## config.mk

```make
export PLATFORM = sky130hd
export DESIGN_NAME = scan_sequencer
export DESIGN_NICKNAME = d
export VERILOG_FILES = /design/src/rtl/scan_sequencer.sv
export SDC_FILE = /design/constraint.sdc
export NUM_CORES = 1
export LEC_CHECK = 0
export CELL_PAD_IN_SITES_DETAIL_PLACEMENT = 0
export CELL_PAD_IN_SITES_GLOBAL_PLACEMENT = 1
export CORE_MARGIN = 1.5
export CORE_UTILIZATION = 36
export DETAILED_ROUTE_END_ITERATION = 16
export GPL_TIMING_DRIVEN = 0
export MAX_ROUTING_LAYER = met4
export PLACE_DENSITY_LB_ADDON = 0.25
export SYNTH_ARGS = -nofsm -noshare
export SYNTH_HDL_FRONTEND = slang
export SYNTH_SLANG_ARGS = --single-unit
```

## constraint.sdc

```tcl
create_clock -name clk -period 2.1 [get_ports clk]
set_input_delay 0.21 -clock clk [delete_from_list [all_inputs] [get_ports clk]]
set_output_delay 0.21 -clock clk [all_outputs]
set_load 0.1 [all_outputs]
```

## src/rtl/scan_sequencer.sv

```systemverilog
// -----------------------------------------------------------------------------
// scan_sequencer
//
// Steps a 3-bit select value through 0..7 (or 7..0) to drive a 3-to-8 decoder.
// Each select value is held for dwell+1 cycles. The move to the next value is
// followed by a one-cycle blanking gap, during which the decoder is held in
// reset so that no two decoder outputs are ever active together. Every output
// comes straight from a flop.
//
// Parameters
//   DWELL_W   width of the dwell input
//
// Ports
//   clk       clock; all state changes happen on its rising edge
//   rst_n     asynchronous active-low reset
//   en        scan enable; when low the block parks in IDLE and holds a
//   dir       0 = ascending, 1 = descending (sampled only when a advances)
//   dwell     hold time per select value, in cycles minus one
//   load      single-cycle request to jump to load_val
//   load_val  jump target
//   a         select value (decoder address)
//   dec_rst   decoder blank, active high (1 forces all decoder outputs low)
//   step      one-cycle pulse on the first cycle of a newly advanced value
//   wrap      one-cycle pulse with step when the advance wrapped 7->0 or 0->7
//   busy      high whenever the state is not IDLE
// -----------------------------------------------------------------------------
module scan_sequencer #(
    parameter int DWELL_W = 8
) (
    input  logic               clk,
    input  logic               rst_n,
    input  logic               en,
    input  logic               dir,
    input  logic [DWELL_W-1:0] dwell,
    input  logic               load,
    input  logic [2:0]         load_val,
    output logic [2:0]         a,
    output logic               dec_rst,
    output logic               step,
    output logic               wrap,
    output logic               busy
);

    typedef enum logic [1:0] {
        IDLE  = 2'd0,
        DWELL = 2'd1,
        BLANK = 2'd2
    } state_t;

    localparam logic [DWELL_W-1:0] CNT_ONE = DWELL_W'(1);

    state_t             state;
    state_t             state_nxt;
    logic [DWELL_W-1:0] cnt;
    logic [DWELL_W-1:0] cnt_nxt;
    logic [2:0]         a_nxt;
    logic               step_nxt;
    logic               wrap_nxt;

    // Next-state logic. load wins over everything for the a update; en=0 then
    // wins over the normal state progression.
    always_comb begin
        state_nxt = state;
        cnt_nxt   = cnt;
        a_nxt     = a;
        step_nxt  = 1'b0;
        wrap_nxt  = 1'b0;

        if (load) begin
            a_nxt     = load_val;
            cnt_nxt   = '0;
            state_nxt = en ? BLANK : IDLE;
        end else if (!en) begin
            state_nxt = IDLE;
        end else begin
            unique case (state)
                IDLE, BLANK: begin
                    // Every entry into DWELL reloads the full dwell count.
                    state_nxt = DWELL;
                    cnt_nxt   = dwell;
                end
                DWELL: begin
                    if (cnt == '0) begin
                        state_nxt = BLANK;
                        step_nxt  = 1'b1;
                        if (dir) begin
                            a_nxt    = a - 3'd1;
                            wrap_nxt = (a == 3'd0);
                        end else begin
                            a_nxt    = a + 3'd1;
                            wrap_nxt = (a == 3'd7);
                        end
                    end else begin
                        cnt_nxt = cnt - CNT_ONE;
                    end
                end
                default: begin
                    state_nxt = IDLE;
                end
            endcase
        end
    end

    // State and output registers. dec_rst and busy are registered copies of
    // decodes of the next state so they line up exactly with state.
    always_ff @(posedge clk or negedge rst_n) begin
        if (!rst_n) begin
            state   <= IDLE;
            cnt     <= '0;
            a       <= 3'd0;
            dec_rst <= 1'b1;
            step    <= 1'b0;
            wrap    <= 1'b0;
            busy    <= 1'b0;
        end else begin
            state   <= state_nxt;
            cnt     <= cnt_nxt;
            a       <= a_nxt;
            dec_rst <= (state_nxt != DWELL);
            step    <= step_nxt;
            wrap    <= wrap_nxt;
            busy    <= (state_nxt != IDLE);
        end
    end

endmodule

```

==> impl_metrics.yaml, run 1 <==
outcome:
  outcome: "complete, no violations"
clock_tree:
  cts-htree-levels: 1
  ctsHoldBuffers: 0
  cts_setup_buffers: 0
  clk_latency_ns: 0.30
  clockBufferDepth: 2
  numCtsBuffers: 3
  clkSinkCount: 17
  cts_tree: "yes"
  clkTransAtPathRegs_ns: 0.11
  cts-root-buf: "clkbuf_4"
hold_path:
  min_path_type: "input port to async pin"
timing:
  tightest_slew_ns: 0.961
  holdWs_ns: 0.348
  hold_viol_final: 0
  drv_slew: 0
  period_minus_slack_ns: 2.03
  relSlewSlack: 0.357
  finalSetupViolations: 0
  worst_slack_ns: 0.0727
  clock-skew-final_ns: 0.0111
  max_freq_mhz: 493
  fin_tns_setup_ns: 0
  rsz0062_at_grt: "false"
  fin_crit_sh: 0.965
placed_design:
  finalWeightedCongestion: 0.804
  dp_slack_ns: 0.0890
  numPortBuffers: 22
  place_area_sq_um: 1250
  dpl.hpwl_microns: 1700
layout:
  diodes: 0
  area_growth_pct: 30.2
  final_area_sq_um: 1290
  nets: 151
  drive_gt1_frac: 0.107
  nFillCells: 254
global_routing:
  grtUsageMet3: 0.0562
  grt_use_total: 0.166
  grtUsageMet2: 0.241
  globalRoute.busiestLayer: "met2"
  grt_max_degree: 18
  grt_pass1_wl_microns: 3970
  antenna_found_initial: 0
  first_global_vias: 858
  grt_overflow: 0
  use_met1: 0.225
synthesis:
  synth_ff_type: "dfrtp_1"
  syn_area_sq_um: 995
  ys_ff_latch: 17
  synth_warnings: 0
  synth_cell_types: 42
  syn_inst: 105
  syn_avg_cell_area_sq_um: 9.47
  synth_edf_count: 0
  synth_fp_nets: 124
  async_reset_ff_frac: 1.00
  yosysSeqAreaShare: 0.429
pwr:
  power-per-cell-area_nw_per_um2: 655
  power.total_uw: 848
  leakage_nw: 0.572
  max-vdd-ir-drop_v: 0.000445
routing:
  via_count: 873
  viasPerCell: 5.42
  totalWireLength_microns: 2250
  wl_per_cell_microns: 13.9
  antenna_left: 0
  drt_iter0_markers: 18
  drt_pre_antenna_iters: 5
  drcViolationCount: 0
worst_setup_path:
  worst-path-buf-inv: 1
  path_cells: "clkdlybuf4s50_1"
  required_ns: 1.89
  path_delay_family: "buffers and inverters"
  cp_max_fo: 4
  arrival_ns: 1.82
  startpoint: "a[0]"
  slowest_stage: "clkdlybuf4s50_1"
  reg2reg_from: "cnt[0]"
  worstSetupPathType: "flip-flop to primary output"
  endpoint_kind: "primary output"
  cp_slowest_stage_delay_ns: 1.13
  cp-start-kind: "flip-flop"
floorplan:
  rows: 18
  io_pins: 23
  die_h_microns: 55.6
  start_util: 0.391
  coreArea_sq_um: 2540
  die_w_microns: 55.6
  die-area_sq_um: 3090
job:
  cap_violations: 0
==> sequential cells by signal, indices dropped and copies added, names as in the netlist <==
register  cells
cnt           8
step          1
state         2
wrap          1
dec_rst       1
busy          1
a             3
==> through the flow <==
step / instances / util
floorplan: 105 / -
global placement: 157 / 0.493
detailed placement: 157 / 0.493
CTS: 161 / 0.503
global route: 161 / 0.509
finish: 161 / 0.509
==> cells in the mapped netlist, types with 2 or more instances <==
cell | number | area share
dfrtp_1 | 16 | 0.40
a21oi_1 | 3 | 0.015
nor3_1 | 3 | 0.015
a31oi_1 | 3 | 0.019
clkbuf_1 | 2 | 0.0075
o21ai_0 | 5 | 0.025
a32o_1 | 2 | 0.020
nor2_1 | 7 | 0.026
inv_1 | 11 | 0.042
nand2b_1 | 2 | 0.013
nand2_1 | 10 | 0.038
nor2b_1 | 3 | 0.019
nand4_1 | 3 | 0.019
xnor2_1 | 3 | 0.026
a211oi_1 | 2 | 0.015
ha_1 | 2 | 0.025
nor4_1 | 3 | 0.019
==> routing by layer <==
metal	vias to the layer above	wire length, microns
met5	-	0
met4	0	15
met3	2	100
met2	16	957
met1	419	1170
li1	436	-
==> where the power goes <==
part           total (mW)  switching (mW)  internal [mW]
sequential          0.380          0.0270          0.353
combinational       0.288           0.175          0.113
clock               0.180           0.109         0.0711
total               0.848           0.311          0.538
==> final timing paths <==
check | cells after the start | end | slack [ns]
max | 1 | a[0] | 0.07
min | 1 | cnt[7] | 0.35
max reg2reg | 5 | cnt[6] | 0.12
min reg2reg | 2 | cnt[1] | 0.57
max in group asynchronous | 1 | a[0] | 1.20
min in group clk | 3 | a[0] | 0.46
==> placed cells by master, fill, tap and decap left out, types with 2 or more instances in the layout <==
cell,synthesis,routed
a31oi_1,3,3
o21ai_0,5,5
dfrtp_2,0,2
nand2_1,10,10
a32o_1,2,2
nor2_1,7,7
xnor2_1,3,3
a211oi_1,2,2
nor3_1,3,3
nor2b_1,3,3
nor4_1,3,3
dfrtp_1,16,14
ha_1,2,2
nand2b_1,2,2
a21oi_1,3,3
clkdlybuf4s50_1,0,19
clkbuf_1,2,2
inv_1,11,11
dlymetal6s2s_1,0,2
nand4_1,3,3
clkbuf_4,0,3
==> kinds of logic after synthesis <==
| family | Yosys count | share of synthesized area |
|---|---|---|
| xor+xnor | 3 | 0.0264 |
| compound gates | 27 | 0.197 |
| flops | 17 | 0.429 |
| fa+ha+maj | 3 | 0.0453 |
| simple gates | 39 | 0.226 |
| mux | 2 | 0.0214 |
| buf+inv | 14 | 0.0541 |
==> layout make-up <==
type / count / area (sq um) / share of cell area
buffer: 3 / 12.5 / 0.00966
clock buffer: 3 / 22.5 / 0.0174
clock inverter: 1 / 5.00 / 0.00386
inverter: 11 / 41.3 / 0.0319
multi-input combinational: 74 / 523 / 0.404
sequential: 17 / 429 / 0.331
tap: 30 / 37.5 / 0.0290
timing repair buffer: 22 / 224 / 0.173
==> what timing repair did <==
action	in CTS	in global routing
gates cloned	0	0
resized for setup	1	3
endpoints found under the setup margin	1	5
Power figures use the tool's default switching activity.
==> inputs of run 2 (changes only) <==
--- a/config.mk
+++ b/config.mk
@@ -13,6 +13,7 @@
 export GPL_TIMING_DRIVEN = 0
 export MAX_ROUTING_LAYER = met4
 export PLACE_DENSITY_LB_ADDON = 0.25
+export RECOVER_POWER = 50
 export SYNTH_ARGS = -nofsm -noshare
 export SYNTH_HDL_FRONTEND = slang
 export SYNTH_SLANG_ARGS = --single-unit
==> constraint.sdc (replaced) <==
create_clock -name clk -period 2.2 [get_ports clk]
set_input_delay 0.22 -clock clk [delete_from_list [all_inputs] [get_ports clk]]
set_output_delay 0.22 -clock clk [all_outputs]
set_load 0.1 [all_outputs]
==> run 2 against run 1 <==
Register-to-register slack better by 0.11 ns. Critical path type unchanged. Largest power group unchanged. Clock power is 5% lower. Die area stayed put. Global-route usage stayed put. Total power is 5.4% lower. Sequential power is 5% lower. Combinational power is 6% lower. Worst setup slack better by 0.059 ns. Final cell count stayed put. Final area is 1.4% lower. Clock skew is 0.0017 ns higher. Critical path depth stayed put.
==> impl_metrics.yaml, run 2 (synthesized netlist as in run 1, its figures left out) <==
outcome:
  outcome: "complete, no violations"
floorplan:
  die_w_microns: 55.6
  io_pins: 23
  die-area_sq_um: 3090
  die_h_microns: 55.6
  start_util: 0.391
  rows: 18
  coreArea_sq_um: 2540
timing:
  hold_viol_final: 0
  period_minus_slack_ns: 2.07
  fin_tns_setup_ns: 0
  finalSetupViolations: 0
  holdWs_ns: 0.425
  clock-skew-final_ns: 0.0128
  tightest_slew_ns: 1.16
  drv_slew: 0
  rsz0062_at_grt: "false"
  fin_crit_sh: 0.940
  max_freq_mhz: 483
  relSlewSlack: 0.230
routing:
  antenna_left: 0
  viasPerCell: 5.43
  via_count: 875
  drcViolationCount: 0
  totalWireLength_microns: 2230
  wl_per_cell_microns: 13.8
  drt_pre_antenna_iters: 4
  drt_iter0_markers: 17
layout:
  nets: 151
  regMostFlops: "cnt"
  diodes: 0
  reg_top3: "cnt (8), a (3), state (2)"
  largest_register_ffs: 8
  fin_util: 0.501
  drive_gt1_frac: 0.107
  final_cell_mix: "19 x clkdlybuf4s50_1, 14 x dfrtp_1, 11 x inv_1, 10 x nand2_1, 7 x nor2_1"
  final_common_cell: "clkdlybuf4s50_1"
  area_growth_pct: 28.3
worst_setup_path:
  cp_slowest_stage_delay_ns: 1.14
  startpoint: "a[1]"
  required_ns: 1.98
  worst-r2r-setup-slack_ns: 0.23
  cp_num_cells: 1
  worstSetupPathType: "flip-flop to primary output"
  reg2regPathDepth: 5
  worst-path-buf-inv: 1
  cp-start-kind: "flip-flop"
  path_delay_family: "buffers and inverters"
  slowest_stage: "clkdlybuf4s50_1"
  cp-endpoint: "a[1]"
  arrival_ns: 1.85
  reg2reg_from: "cnt[0]"
  rr_endpoint: "cnt[6]"
  path_cells: "clkdlybuf4s50_1"
  cp_max_fo: 5
  endpoint_kind: "primary output"
global_routing:
  grt_max_degree: 18
  grt_overflow: 0
  grt_pass1_wl_microns: 3970
  grt_use_total: 0.166
  antenna_found_initial: 0
  first_global_vias: 858
clock_tree:
  numCtsBuffers: 3
  cts_tree: "yes"
  clk_latency_ns: 0.30
  cts-htree-levels: 1
  cts_setup_buffers: 0
  cts-root-buf: "clkbuf_4"
  clkTransAtPathRegs_ns: 0.11
  clockBufferDepth: 2
  clkSinkCount: 17
pwr:
  max-vdd-ir-drop_v: 0.000423
  leakage_nw: 0.542
  power-per-cell-area_nw_per_um2: 629
placed_design:
  dpl.hpwl_microns: 1700
  numPortBuffers: 22
  finalWeightedCongestion: 0.804
job:
  cap_violations: 0
hold_path:
  min_path_type: "input port to async pin"
==> run 2: cell count changes in the layout (fill, tap and decap cells not counted), sizes merged <==
cell,delta
dlygate4sd2,-1
dlygate4sd3,+2
clkbuf,+1
dlymetal6s2s,-2
==> run 2: power by group <==
part / switching, mW / leakage [nW] / internal, mW
Sequential: 0.0244 / 0.217 / 0.337
Combinational: 0.167 / 0.308 / 0.104
Clock: 0.103 / 0.0177 / 0.0677
Total: 0.294 / 0.542 / 0.508
==> run 2: layout make-up <==
cell class | instances | area (sq um)
Tap cell | 30 | 37.5
Sequential cell | 17 | 429
Clock inverter | 1 | 5.00
Buffer | 3 | 12.5
Multi-Input combinational cell | 74 | 514
Fill cell | 262 | 1270
Timing Repair Buffer | 22 | 214
Clock buffer | 3 | 22.5
Inverter | 11 | 41.3
==> run 2: through the flow <==
stage | instances | setup slack [ns] | area (sq um) | power, mW
2_1_floorplan | 105 | 0.112 | 997 | 0.553
3_3_place_gp | 157 | 0.178 | 1250 | 0.637
3_5_place_dp | 157 | 0.179 | 1250 | 0.640
4_1_cts | 161 | 0.0189 | 1280 | 0.815
5_1_grt | 161 | 0.0303 | 1280 | 0.852
6_report | 161 | 0.132 | 1280 | 0.802
==> run 2: repair_timing <==
item                                    CTS  global route
hold buffers                              0             0
endpoints found under the hold margin     0             0
endpoints found under the setup margin    0             1
resized for setup                         0             1
==> run 2: how the worst min path moves through the flow <==
stage	endpoint	startpoint	cells after the start	slack [ns]
after global routing	a[0]	load_val[0]	3	0.47
after CTS	state[0]	rst_n	1	0.38
after global placement	cnt[6]	cnt[6]	1	0.54
after detailed placement	cnt[1]	cnt[1]	2	0.56
final	cnt[7]	rst_n	1	0.42
after floorplan	a[0]	rst_n	0	-0.08
==> run 2: per-layer routing <==
metal	vias up	GRT usage	wire length (microns)
met2	29	0.241	966
met4	0	0.0348	14
met5	-	-	0
met1	413	0.225	1120
li1	431	-	-
met3	2	0.0562	130
